<file path="config.mk">
export PLATFORM = sky130hd
export DESIGN_NAME = hilo_div_ctrl_flat
export DESIGN_NICKNAME = d
export VERILOG_FILES = /design/src/rtl/hilo_div_ctrl_if.sv /design/src/rtl/hilo_div_ctrl.sv /design/src/flat_wrapper.sv
export SDC_FILE = /design/constraint.sdc
export NUM_CORES = 1
export LEC_CHECK = 0
export ABC_CLOCK_PERIOD_IN_PS = 3200
export CAP_MARGIN = 0
export CELL_PAD_IN_SITES_DETAIL_PLACEMENT = 1
export CELL_PAD_IN_SITES_GLOBAL_PLACEMENT = 2
export CORE_ASPECT_RATIO = 1.1
export CORE_MARGIN = 3
export CORE_UTILIZATION = 32
export DETAILED_ROUTE_END_ITERATION = 12
export PLACE_DENSITY = 0.93
export RECOVER_POWER = 50
export SLEW_MARGIN = 20
export SYNTH_ARGS = -nofsm -noshare
export SYNTH_HDL_FRONTEND = slang
export SYNTH_SLANG_ARGS = --single-unit
export TNS_END_PERCENT = 100
</file>
<file path="constraint.sdc">
create_clock -name clk -period 3.2 [get_ports clk]
set_clock_uncertainty 0.1 [all_clocks]
set_input_delay 0.32 -clock clk [delete_from_list [all_inputs] [get_ports clk]]
set_output_delay 0.32 -clock clk [all_outputs]
set_load 0.01 [all_outputs]
</file>
<file path="src/rtl/hilo_div_ctrl_if.sv">
// HI/LO divider request/result bundle: decode side drives operands, divider returns writes.
interface hilo_div_ctrl_if;
  logic        start;
  logic        is_signed;
  logic        flush;
  logic [31:0] dividend;
  logic [31:0] divisor;
  logic        stall;
  logic        busy;
  logic        done;
  logic        hi_we;
  logic        lo_we;
  logic [31:0] hi_wdata;
  logic [31:0] lo_wdata;
  logic        div_zero;

  modport master (
    output start, is_signed, flush, dividend, divisor,
    input  stall, busy, done, hi_we, lo_we, hi_wdata, lo_wdata, div_zero
  );

  modport slave (
    input  start, is_signed, flush, dividend, divisor,
    output stall, busy, done, hi_we, lo_we, hi_wdata, lo_wdata, div_zero
  );
endinterface

</file>
<file path="src/rtl/hilo_div_ctrl.sv">
// Iterative 32-step restoring DIV/DIVU controller for HI/LO; result 33 cycles after start.
// Optional DIVZERO_DETECT_EN short-circuits divide-by-zero to a one-cycle DONE.
module hilo_div_ctrl (
  input  logic           clk,
  input  logic           resetn,
  hilo_div_ctrl_if.slave div
);

  typedef enum logic [1:0] {S_IDLE, S_CALC, S_DONE} state_t;

  state_t      state_q, state_d;
  logic [5:0]  cnt_q, cnt_d;
  logic [31:0] rem_q, rem_d;
  logic [31:0] quo_q, quo_d;
  logic [31:0] dvs_q, dvs_d;
  logic        sgn_q, sgn_d;
  logic        qneg_q, qneg_d;
  logic        rneg_q, rneg_d;
`ifdef DIVZERO_DETECT_EN
  logic        dz_q, dz_d;
`endif

  logic [31:0] a_mag, b_mag;
  logic [32:0] shifted;
  logic        take;
  logic        wr_en;

  always_comb begin
    a_mag   = (div.is_signed && div.dividend[31]) ? -div.dividend : div.dividend;
    b_mag   = (div.is_signed && div.divisor[31])  ? -div.divisor  : div.divisor;
    // remainder:quotient shifted left by one; bit 32 covers remainders above 2^31
    shifted = {rem_q, quo_q[31]};
    take    = (shifted >= {1'b0, dvs_q});

    state_d = state_q;
    cnt_d   = cnt_q;
    rem_d   = rem_q;
    quo_d   = quo_q;
    dvs_d   = dvs_q;
    sgn_d   = sgn_q;
    qneg_d  = qneg_q;
    rneg_d  = rneg_q;
`ifdef DIVZERO_DETECT_EN
    dz_d    = dz_q;
`endif

    case (state_q)
      S_IDLE: begin
        if (div.start && !div.flush) begin
          rem_d   = 32'd0;
          quo_d   = a_mag;
          dvs_d   = b_mag;
          sgn_d   = div.is_signed;
          qneg_d  = div.dividend[31] ^ div.divisor[31];
          rneg_d  = div.dividend[31];
          cnt_d   = 6'd0;
          state_d = S_CALC;
`ifdef DIVZERO_DETECT_EN
          dz_d    = 1'b0;
          if (div.divisor == 32'd0) begin
            // raw dividend to HI, all-ones to LO, with the sign fix-up disabled
            rem_d   = div.dividend;
            quo_d   = 32'hFFFF_FFFF;
            sgn_d   = 1'b0;
            dz_d    = 1'b1;
            state_d = S_DONE;
          end
`endif
        end
      end
      S_CALC: begin
        rem_d = take ? (shifted[31:0] - dvs_q) : shifted[31:0];
        quo_d = {quo_q[30:0], take};
        cnt_d = cnt_q + 6'd1;
        if (cnt_q == 6'd31) state_d = S_DONE;
      end
      S_DONE:  state_d = S_IDLE;
      default: state_d = S_IDLE;
    endcase

    if (div.flush) state_d = S_IDLE;
  end

  always_ff @(posedge clk or negedge resetn) begin
    if (!resetn) begin
      state_q <= S_IDLE;
      cnt_q   <= 6'd0;
      rem_q   <= 32'd0;
      quo_q   <= 32'd0;
      dvs_q   <= 32'd0;
      sgn_q   <= 1'b0;
      qneg_q  <= 1'b0;
      rneg_q  <= 1'b0;
`ifdef DIVZERO_DETECT_EN
      dz_q    <= 1'b0;
`endif
    end else begin
      state_q <= state_d;
      cnt_q   <= cnt_d;
      rem_q   <= rem_d;
      quo_q   <= quo_d;
      dvs_q   <= dvs_d;
      sgn_q   <= sgn_d;
      qneg_q  <= qneg_d;
      rneg_q  <= rneg_d;
`ifdef DIVZERO_DETECT_EN
      dz_q    <= dz_d;
`endif
    end
  end

  // a flush in DONE cancels the write in the same cycle
  assign wr_en        = (state_q == S_DONE) && !div.flush;
  assign div.done     = wr_en;
  assign div.hi_we    = wr_en;
  assign div.lo_we    = wr_en;
  assign div.busy     = (state_q != S_IDLE);
  assign div.stall    = ((state_q == S_IDLE) && div.start && !div.flush) || (state_q == S_CALC);
  assign div.lo_wdata = (sgn_q && qneg_q) ? -quo_q : quo_q;
  assign div.hi_wdata = (sgn_q && rneg_q) ? -rem_q : rem_q;
`ifdef DIVZERO_DETECT_EN
  assign div.div_zero = wr_en && dz_q;
`else
  assign div.div_zero = 1'b0;
`endif

endmodule

</file>
<file path="src/flat_wrapper.sv">
// flat-port wrapper written by rule: the top's interface ports become plain ports
module hilo_div_ctrl_flat 
  (clk, resetn, div_start, div_is_signed, div_flush, div_dividend, div_divisor, div_stall, div_busy, div_done, div_hi_we, div_lo_we, div_hi_wdata, div_lo_wdata, div_div_zero);
  hilo_div_ctrl_if div_i ();
  input  logic clk;
  input  logic resetn;
  input wire logic [$bits(div_i.start)-1:0] div_start;
  input wire logic [$bits(div_i.is_signed)-1:0] div_is_signed;
  input wire logic [$bits(div_i.flush)-1:0] div_flush;
  input wire logic [$bits(div_i.dividend)-1:0] div_dividend;
  input wire logic [$bits(div_i.divisor)-1:0] div_divisor;
  output wire logic [$bits(div_i.stall)-1:0] div_stall;
  output wire logic [$bits(div_i.busy)-1:0] div_busy;
  output wire logic [$bits(div_i.done)-1:0] div_done;
  output wire logic [$bits(div_i.hi_we)-1:0] div_hi_we;
  output wire logic [$bits(div_i.lo_we)-1:0] div_lo_we;
  output wire logic [$bits(div_i.hi_wdata)-1:0] div_hi_wdata;
  output wire logic [$bits(div_i.lo_wdata)-1:0] div_lo_wdata;
  output wire logic [$bits(div_i.div_zero)-1:0] div_div_zero;
  assign div_i.start = div_start;
  assign div_i.is_signed = div_is_signed;
  assign div_i.flush = div_flush;
  assign div_i.dividend = div_dividend;
  assign div_i.divisor = div_divisor;
  assign div_stall = div_i.stall;
  assign div_busy = div_i.busy;
  assign div_done = div_i.done;
  assign div_hi_we = div_i.hi_we;
  assign div_lo_we = div_i.lo_we;
  assign div_hi_wdata = div_i.hi_wdata;
  assign div_lo_wdata = div_i.lo_wdata;
  assign div_div_zero = div_i.div_zero;
  hilo_div_ctrl u_core (.clk(clk), .resetn(resetn), .div(div_i));
endmodule
</file>
Word level (Yosys, flattened, before mapping)

Cells that the tools add are included.

Input bits: 69
Output and inout bits: 70
Bits in registers: 107

Reductions and logical operators: 16
Equality and inequality tests: 6
Bitwise logic cells: 1
$lt $le $gt $ge: 1
Add/subtract/negate cells: 6
Muxes and demuxes: 15

Operators with widths:

| operator                                                                 | number |
|---|---|
| 32-bit 2-to-1 mux                                                        | 7 |
| 32-bit negation                                                          | 4 |
| 32-bit case mux with 2 select lines                                      | 2 |
| 33-bit by 32-bit >= comparator with 1-bit output                         | 1 |
| 32-bit subtractor                                                        | 1 |
| 6-bit case mux with 2 select lines                                       | 1 |
| 1-bit logical AND                                                        | 8 |
| 6-bit by 1-bit adder with 6-bit output (second input constant)           | 1 |
| 6-bit by 5-bit equality test with 1-bit output (second input constant)   | 1 |
| 2-bit 2-to-1 mux                                                         | 3 |
| 6-bit 2-to-1 mux                                                         | 1 |
| 3-bit by 2-bit inequality test with 1-bit output (second input constant) | 2 |
| 2-bit AND reduction                                                      | 3 |
| 2-bit case mux with 2 select lines                                       | 1 |
| 2-bit nonzero test                                                       | 2 |
| 2-bit by 1-bit equality test with 1-bit output (second input constant)   | 1 |
| 2-bit equality test (second input constant)                              | 1 |
| 2-bit logical NOT                                                        | 1 |
| 2-bit by 1-bit inequality test with 1-bit output (second input constant) | 1 |
| 1-bit logical NOT                                                        | 1 |
| 1-bit logical OR                                                         | 1 |
| 1-bit XOR                                                                | 1 |

Depth between registers and ports, before layout

Gate-level depths: netlist (run 1).

Depth after elaboration: 5
Depth in mapped cells: 13
Gate-level depth less buffers: 13

Worst setup path after synthesis (run 1)

Ideal clock, no wire load.

Path kind: register to output
Start point: register u_core.rem_q[0]
End point: output port div_hi_wdata[28]
Data required time: 2.780 ns
Path buffers: 0
Path slack: 0.352 ns
Cell stages (with the launch flop): 11
Arrival: 2.428 ns
Cells stage by stage: dfrtp_1 inv_1 ha_1 inv_1 nor3_1 nand2_1 nor3_1 nand2_1 or4_1 o31ai_1 xnor2_1

Longest elaborated chain between the ends: 2

Ends and longest elaborated chain:

| item                   | line                 | text |
|---|---|---|
| from (decl)            | hilo_div_ctrl.sv:13  | `logic [31:0] rem_q, rem_d;` |
| from (signal assigned) | hilo_div_ctrl.sv:100 | `rem_q <= rem_d;` |
| 32-bit negation        | hilo_div_ctrl.sv:120 | `assign div.hi_wdata = (sgn_q && rneg_q) ? -rem_q : rem_q;` |
| 32-bit 2-to-1 mux      | hilo_div_ctrl.sv:120 |  |
| to (decl)              | flat_wrapper.sv:17   | `output wire logic [$bits(div_i.hi_wdata)-1:0] div_hi_wdata;` |

Every way passes these cells.

Worst setup path in the final report (run 1)

Start point: register u_core.rem_q[8]
End point: output port div_hi_wdata[29]

Same word-level chain as after synthesis.

==> results.md, run 1 <==
* GPL Wtd Cong at 0.897
* Max VDD drop at 0.339 mV
* Post-synth EDFFs at 0
* Via density at 5.36
* TritonCTS buffer count at 9
* Critical Path AT at 2.78 ns
* Final Hold Fails at 0
* Area grow syn2layout at 34.1%
* Critical Setup Path Class: register to primary output
* Die Wd at 163 um
* Max-cap violations at 1
* Pwr Density at 860 nW/um2
* CP startpoint kind: register
* I/O pin count at 139
* Worst hold path class: register to register
* Initial core utilization at 0.329
* Post-Synthesis Cells at 1089
* Worst hold endpoint: u_core.dvs_q[20]
* TritonCTS clock tree: yes
* Largest net degree at the start of global routing at 103
* Asr flop ratio synth at 1.00
* Top-area cell type share of the netlist area at 0.308
* Initial DRC count at 411
* Synth Register Bits at 107
* Synth top area cells: dfrtp_1 31%, xnor2_1 8.1%, o21ai_0 7.4%
* Commonest cells post-synth: 129 x o21ai_0, 125 x nand2_1, 107 x dfrtp_1
* Post-Route WL at 30.6 mm
* CTS root buffer: clkbuf_16
* CP max stage cell: or4_4
* Register area share after synthesis at 0.308
* Fin. max-slew vios at 103
* Crit path max-delay family: simple AND/OR/NAND/NOR gates
* CP Data Required Time at 2.78 ns
* Worst skew pair latency at 0.36 ns
* Die Y at 179 um
* WHS Path Cells at 2
* # DRC at 0
* Slew @ Worst Pin at 1.94 ns
* Post-Synthesis Cell Area at 8690 um2
* Hold_ws at 0.382 ns
* CTS clk-pin slew, worst paths at 0.08 ns
* Synthesized Nets at 1196
* Reg2Reg Setup Slack at 0.09 ns
* Hold path start: u_core.dvs_q[20]
* Fin worst setup slack at 0.00400 ns
* Critical Path Sink Type: primary output
* WL per Instance at 18.5 um
* Drt first pass iters at 5
* Port-buffer cells at 137
* CORE AREA at 26500 um2
* Buf+Inv Stages, Crit Path at 2
* Leak pwr at 5.14 nW
* Initial antenna violation count at 1
* R2r endpoint: u_core.rem_q[27]
* First-pass GRT wire length at 48.8 mm
* Reg area at 2680 um2
* Fin util at 0.441
* Final nets at 1402
* R2r worst-path depth at 12
* Yosys warning total at 0
* Die area at 29200 um2
* Rel. slew slack at -0.292
* Cell row count at 62
* Grt ovf at 0
* GRT Total Usage at 0.208
* Total power at 10.0 mW
* Vias in the first global route at 9140
* H-tree levels at 3
* Avg Cell Area, Syn at 7.98 um2
* Final min period at 3.20 ns
* Fmax achieved at 313 MHz
* Worst-case clock buffer depth at 2
* Final setup fails at 0
* CP max stage delay at 0.46 ns
* Fillers at 3146
* Failing checks: capacitance limit, slew limit
* Final Cycle Share at 0.999
* Final ANT Viol Nets at 0
* Crit path max fanout at 3
* Unrepaired setup endpoints after global routing: yes
* Layout cell share with drive strength beyond 1 at 0.159
* Vias at 8856
* Worst slack, placed at -0.194 ns
* Status: finished with violations
* Synth Flop Type: dfrtp_1
* Worst path cell trace: nor3_2 > nand2b_1 > nor4_2 > buf_4 > nand3b_1 > nor2_2 > nand2_1 > or4_4 > o41ai_4 > xnor2_1 > buf_2
* Yosys top cell by area: dfrtp_1
* Detailed Place HPWL at 23.9 mm
* CTS Sinks at 107
* Most common cell in the netlist: o21ai_0
* FF-to-FF Start: u_core.rem_q[0]
* Area taken by multi-input logic gates at 5810 um2
* Synth cell types at 71
-- layout make-up --
type / count / area share
clock buffer: 9 / 0.0193
tap: 352 / 0.0378
clock inverter: 7 / 0.00515
multi-input combinational: 864 / 0.498
sequential: 107 / 0.230
timing repair buffer: 255 / 0.191
inverter: 58 / 0.0187
antenna: 1 / 0.000215
-- worst max path at each step --
stage                             endpoint  slack [ns]            start  depth (start not counted)
after floorplan           div_hi_wdata[28]        0.35  u_core.rem_q[0]                         10
after global placement    div_hi_wdata[29]        -0.1  u_core.rem_q[8]                         11
after detailed placement  div_hi_wdata[28]       -0.19  u_core.rem_q[4]                         10
after CTS                 div_hi_wdata[29]       -0.18  u_core.rem_q[7]                         11
after global routing      div_hi_wdata[29]       -0.16  u_core.rem_q[8]                         11
final                     div_hi_wdata[29]       0.004  u_core.rem_q[8]                         11
-- worst register-to-register path, stage by stage, from the launching register on --
cell       delay [ns]
dfrtp_1          0.41
buf_4            0.16
ha_1             0.31
nor2b_1          0.16
o2111ai_2        0.21
nand2_1          0.14
a31oi_2          0.26
o21ai_0          0.13
buf_4            0.18
a311o_1          0.36
a211oi_2         0.29
mux2i_1          0.22
nand2_1          0.06
-- flip-flops by register name (all words and copies together), names as in the netlist --
name / count
u_core.state_q: 2
u_core.rem_q: 32
u_core.dvs_q: 32
u_core.quo_q: 32
u_core.sgn_q: 1
u_core.rneg_q: 1
u_core.qneg_q: 1
u_core.cnt_q: 6
-- cells by family after synthesis --
group	Yosys count	share of synthesized area
adders and majority gates	38	0.0555
AOI/OAI and AO/OA	359	0.251
buffers and inverters	118	0.0577
xor gates and xnor gates	147	0.148
muxes	4	0.00461
other	1	0.000431
DFF	107	0.308
and+or+nand+nor	315	0.175
-- routing by layer --
layer  track usage  up-vias  wire, um
met5             0        -         0
li1              -     4284         -
met2         0.359      166     15100
met4        0.0627        0       612
met1         0.271     4374     13700
met3        0.0277       32      1130
-- cell usage in the layout (no fill, tap or decap), types with 34 or more instances in the layout --
cell type	Yosys	final
nand2_1	125	123
o21ai_0	129	122
buf_4	5	112
dfrtp_1	107	107
clkdlybuf4s50_1	0	98
a21oi_1	92	89
xnor2_1	80	80
xor2_1	67	67
nor2_1	67	64
inv_1	58	58
ha_1	37	34
-- per-stage QoR --
| step | area [um2] | setup TNS, ns | std cells |
|---|---|---|---|
| 6_report | 11700 | 0 | 1653 |
| 5_1_grt | 11700 | -0.561 | 1653 |
| 4_1_cts | 11500 | -0.611 | 1649 |
| 3_5_place_dp | 11100 | -1.23 | 1629 |
| 3_3_place_gp | 11100 | -0.378 | 1629 |
| 2_1_floorplan | 8690 | 0 | 1089 |
-- timing repair --
item,in CTS,in global routing
setup buffers,3,3
resized for setup,80,44
hold buffers,1,0
pin swaps,11,19
setup endpoints to repair,32,48
endpoints found under the hold margin,39,0
-- report_power, final --
part / switching, mW / total [mW] / internal [mW]
sequential: 0.453 / 2.20 / 1.75
combinational: 3.67 / 6.72 / 3.05
clock: 0.563 / 1.11 / 0.543
total: 4.68 / 10.0 / 5.35
No activity file was read; power rests on OpenSTA's default activity.
==> inputs of run 2 (changes only) <==
CAP_MARGIN = 40   (was 0)
==> run 2 against run 1 <==
Net effect: the run ends with setup timing left; register-to-register slack about the same; via count up 0.71%; design area up 0.82%; sequential cell count unchanged; first-iteration DRC count shrank 6.8%; hold slack hardly changed; die area unchanged; largest cell class unchanged; highest routed layer is now met5.
==> results.md, run 2 (synthesized netlist as in run 1, its figures left out) <==
* Most frequent cells in the layout: 124 x nand2_1, 120 x o21ai_0, 117 x buf_4
* Sw frac at 0.461 (-0.00565)
* Post-Route WL at 30.5 mm (-0.24%)
* Commonest non-fill, non-tap cell in the layout: nand2_1
* R2r worst-path depth at 14 (+2)
* Leak pwr at 5.18 nW (+0.67%)
* Final Cycle Share at 1.00 (+0.00424)
* First-pass GRT wire length at 49.0 mm (+0.40%)
* Worst slack, placed at -0.249 ns (-0.0551 ns)
* Rel. slew slack at 0.0144 (+0.306)
* Area grow syn2layout at 35.2%
* Detailed Place HPWL at 24.2 mm (+1.2%)
* Sequential power share at 0.218 (-0.002)
* Final Non-Filler Cells at 1661 (+0.48%)
* CORE AREA at 26500 um2 (unchanged)
* Largest registers: u_core.dvs_q (32), u_core.quo_q (32), u_core.rem_q (32)
* Vias at 8919 (+0.71%)
* Hold path start: u_core.dvs_q[4]
* Via density at 5.37 (+0.23%)
* CTS clk-pin slew, worst paths at 0.07 ns (about the same)
* Fmax achieved at 312 MHz (-0.42%)
* Crit path max fanout at 3 (unchanged)
* Critical Path AT at 2.79 ns (about the same)
* R2r endpoint: u_core.rem_q[24]
* Die Y at 179 um (unchanged)
* Pwr Density at 860 nW/um2 (about the same)
* Worst hold endpoint: u_core.dvs_q[4]
* CP startpoint kind: register
* Final min period at 3.21 ns (+0.0136 ns)
* Layout cell share with drive strength beyond 1 at 0.164 (+0.00438)
* Grt ovf at 0 (unchanged)
* Status: finished with violations
* Vias in the first global route at 9296 (+1.7%)
* Max-cap violations at 0 (-1)
* Clk network pwr share at 0.114 (+0.004)
* Final ANT Viol Nets at 0 (unchanged)
* Port-buffer cells at 137 (unchanged)
* Die area at 29200 um2 (unchanged)
* H-tree levels at 3 (unchanged)
* Combinational Power Share at 0.667 (-0.003)
* Pint at 5.45 mW (+1.8%)
* I/O pin count at 139 (unchanged)
* Critical Path Sink Type: primary output
* Setup TNS Final at -0.00958 ns (-0.00958 ns)
* Fin. max-slew vios at 0 (-100%)
* # DRC at 0 (unchanged)
* Critical Setup Path Class: register to primary output
* Max VDD drop at 0.351 mV (+3.4%)
* GRT Total Usage at 0.208 (-0.000548)
* Final setup fails at 1 (+1)
* WHS Path Cells at 2 (unchanged)
* Initial DRC count at 383 (-6.8%)
* CTS root buffer: clkbuf_16
* Slew @ Worst Pin at 1.48 ns (-0.459 ns)
* Unrepaired setup endpoints after global routing: yes
* Drt first pass iters at 4 (-1)
* TritonCTS buffer count at 9 (unchanged)
* NetSw at 4.66 mW (-0.44%)
* WL per Instance at 18.4 um (-0.72%)
* Failing checks: setup timing
* Final nets at 1410 (+0.57%)
* Fin worst setup slack at -0.00958 ns (-0.0136 ns)
* CTS Sinks at 107 (unchanged)
* Largest net degree at the start of global routing at 90 (-13%)
* Post-Place Cells at 1631 (+0.12%)
* FF-to-FF Start: u_core.quo_q[31]
* Cell row count at 62 (unchanged)
* Final Hold Fails at 0 (unchanged)
* Worst skew pair latency at 0.36 ns (about the same)
* Die Wd at 163 um (unchanged)
* Initial core utilization at 0.329 (unchanged)
* CP Data Required Time at 2.78 ns (about the same)
* TritonCTS clock tree: yes
* Worst hold path class: register to register
* GPL Wtd Cong at 0.897 (unchanged)
* Initial antenna violation count at 2 (+1)
* Reg2Reg Setup Slack at 0.08 ns (about the same)
* Worst-case clock buffer depth at 2 (unchanged)
run 2: cell types whose count changed in the layout (fill, tap and decap cells not counted), moves of 2 or more:
cell | previous run | this run
buf_4 | 112 | 117
dlygate4sd2_1 | 17 | 12
clkdlybuf4s50_1 | 98 | 102
o21ai_1 | 8 | 12
dlygate4sd3_1 | 6 | 3
buf_6 | 2 | 4
clkbuf_2 | 4 | 6
o21ai_0 | 122 | 120
o21ai_2 | 4 | 2
run 2: what timing repair did:
item                       in CTS  in global routing
setup endpoints to repair      32                 54
pin swaps                       7                 12
hold endpoints to repair       39                  0
resized for setup              72                 61
hold buffers                    1                  0
setup buffers                   6                  6
run 2: power groups by stage:
stage | Clock [mW] | Combinational [mW] | Sequential (mW)
3_5_place_dp | 0 | 6.52 | 2.18
4_1_cts | 1.18 | 6.58 | 2.19
3_3_place_gp | 0 | 6.32 | 2.16
6_report | 1.16 | 6.74 | 2.21
2_1_floorplan | 0 | 3.61 | 2.15
5_1_grt | 1.24 | 7.38 | 2.27
run 2: metrics by stage:
step	utilization	area [um2]	hold slack [ns]	total power, mW
floorplan	-	8690	-0.0756	5.76
global placement	0.420	11100	0.256	8.47
detailed placement	0.421	11100	0.260	8.71
CTS	0.440	11600	0.386	9.94
global route	0.444	11800	0.419	10.9
finish	0.444	11800	0.381	10.1
run 2: worst max-delay path, cell delays in order (launching register included):
cell      delay [ns]
dfrtp_1         0.40
nor3_2          0.21
nand2b_1        0.13
nor4_2          0.22
nand3b_1        0.17
nor2_2          0.15
nand2_1         0.08
or4_4           0.46
o41ai_4         0.31
xnor2_1         0.15
buf_2           0.15
run 2: worst max path at each step:
stage / endpoint / from
after detailed placement: div_lo_wdata[29] / u_core.quo_q[6]
after global routing: div_hi_wdata[29] / u_core.rem_q[4]
after floorplan: div_hi_wdata[28] / u_core.rem_q[0]
after global placement: div_hi_wdata[29] / u_core.rem_q[8]
final: div_hi_wdata[29] / u_core.rem_q[4]
after CTS: div_hi_wdata[29] / u_core.rem_q[8]
run 2: final cells by class:
cell class | count | area [um2]
diodes | 1 | 2.50
multi-input cells | 864 | 5830
clock buffers | 10 | 229
repair buffers | 263 | 2290
well taps | 352 | 440
flip-flops and latches | 107 | 2680
fillers | 3173 | 14700
clock inverters | 6 | 72.6
inverters | 58 | 218
run 2: metal layers:
| metal | wire (um) | GRT usage | vias to the layer above |
|---|---|---|---|
| li1 | - | - | 4314 |
| met1 | 13400 | 0.270 | 4372 |
| met2 | 15000 | 0.353 | 176 |
| met3 | 1200 | 0.0296 | 55 |
| met4 | 848 | 0.0723 | 2 |
| met5 | 9 | 0 | - |
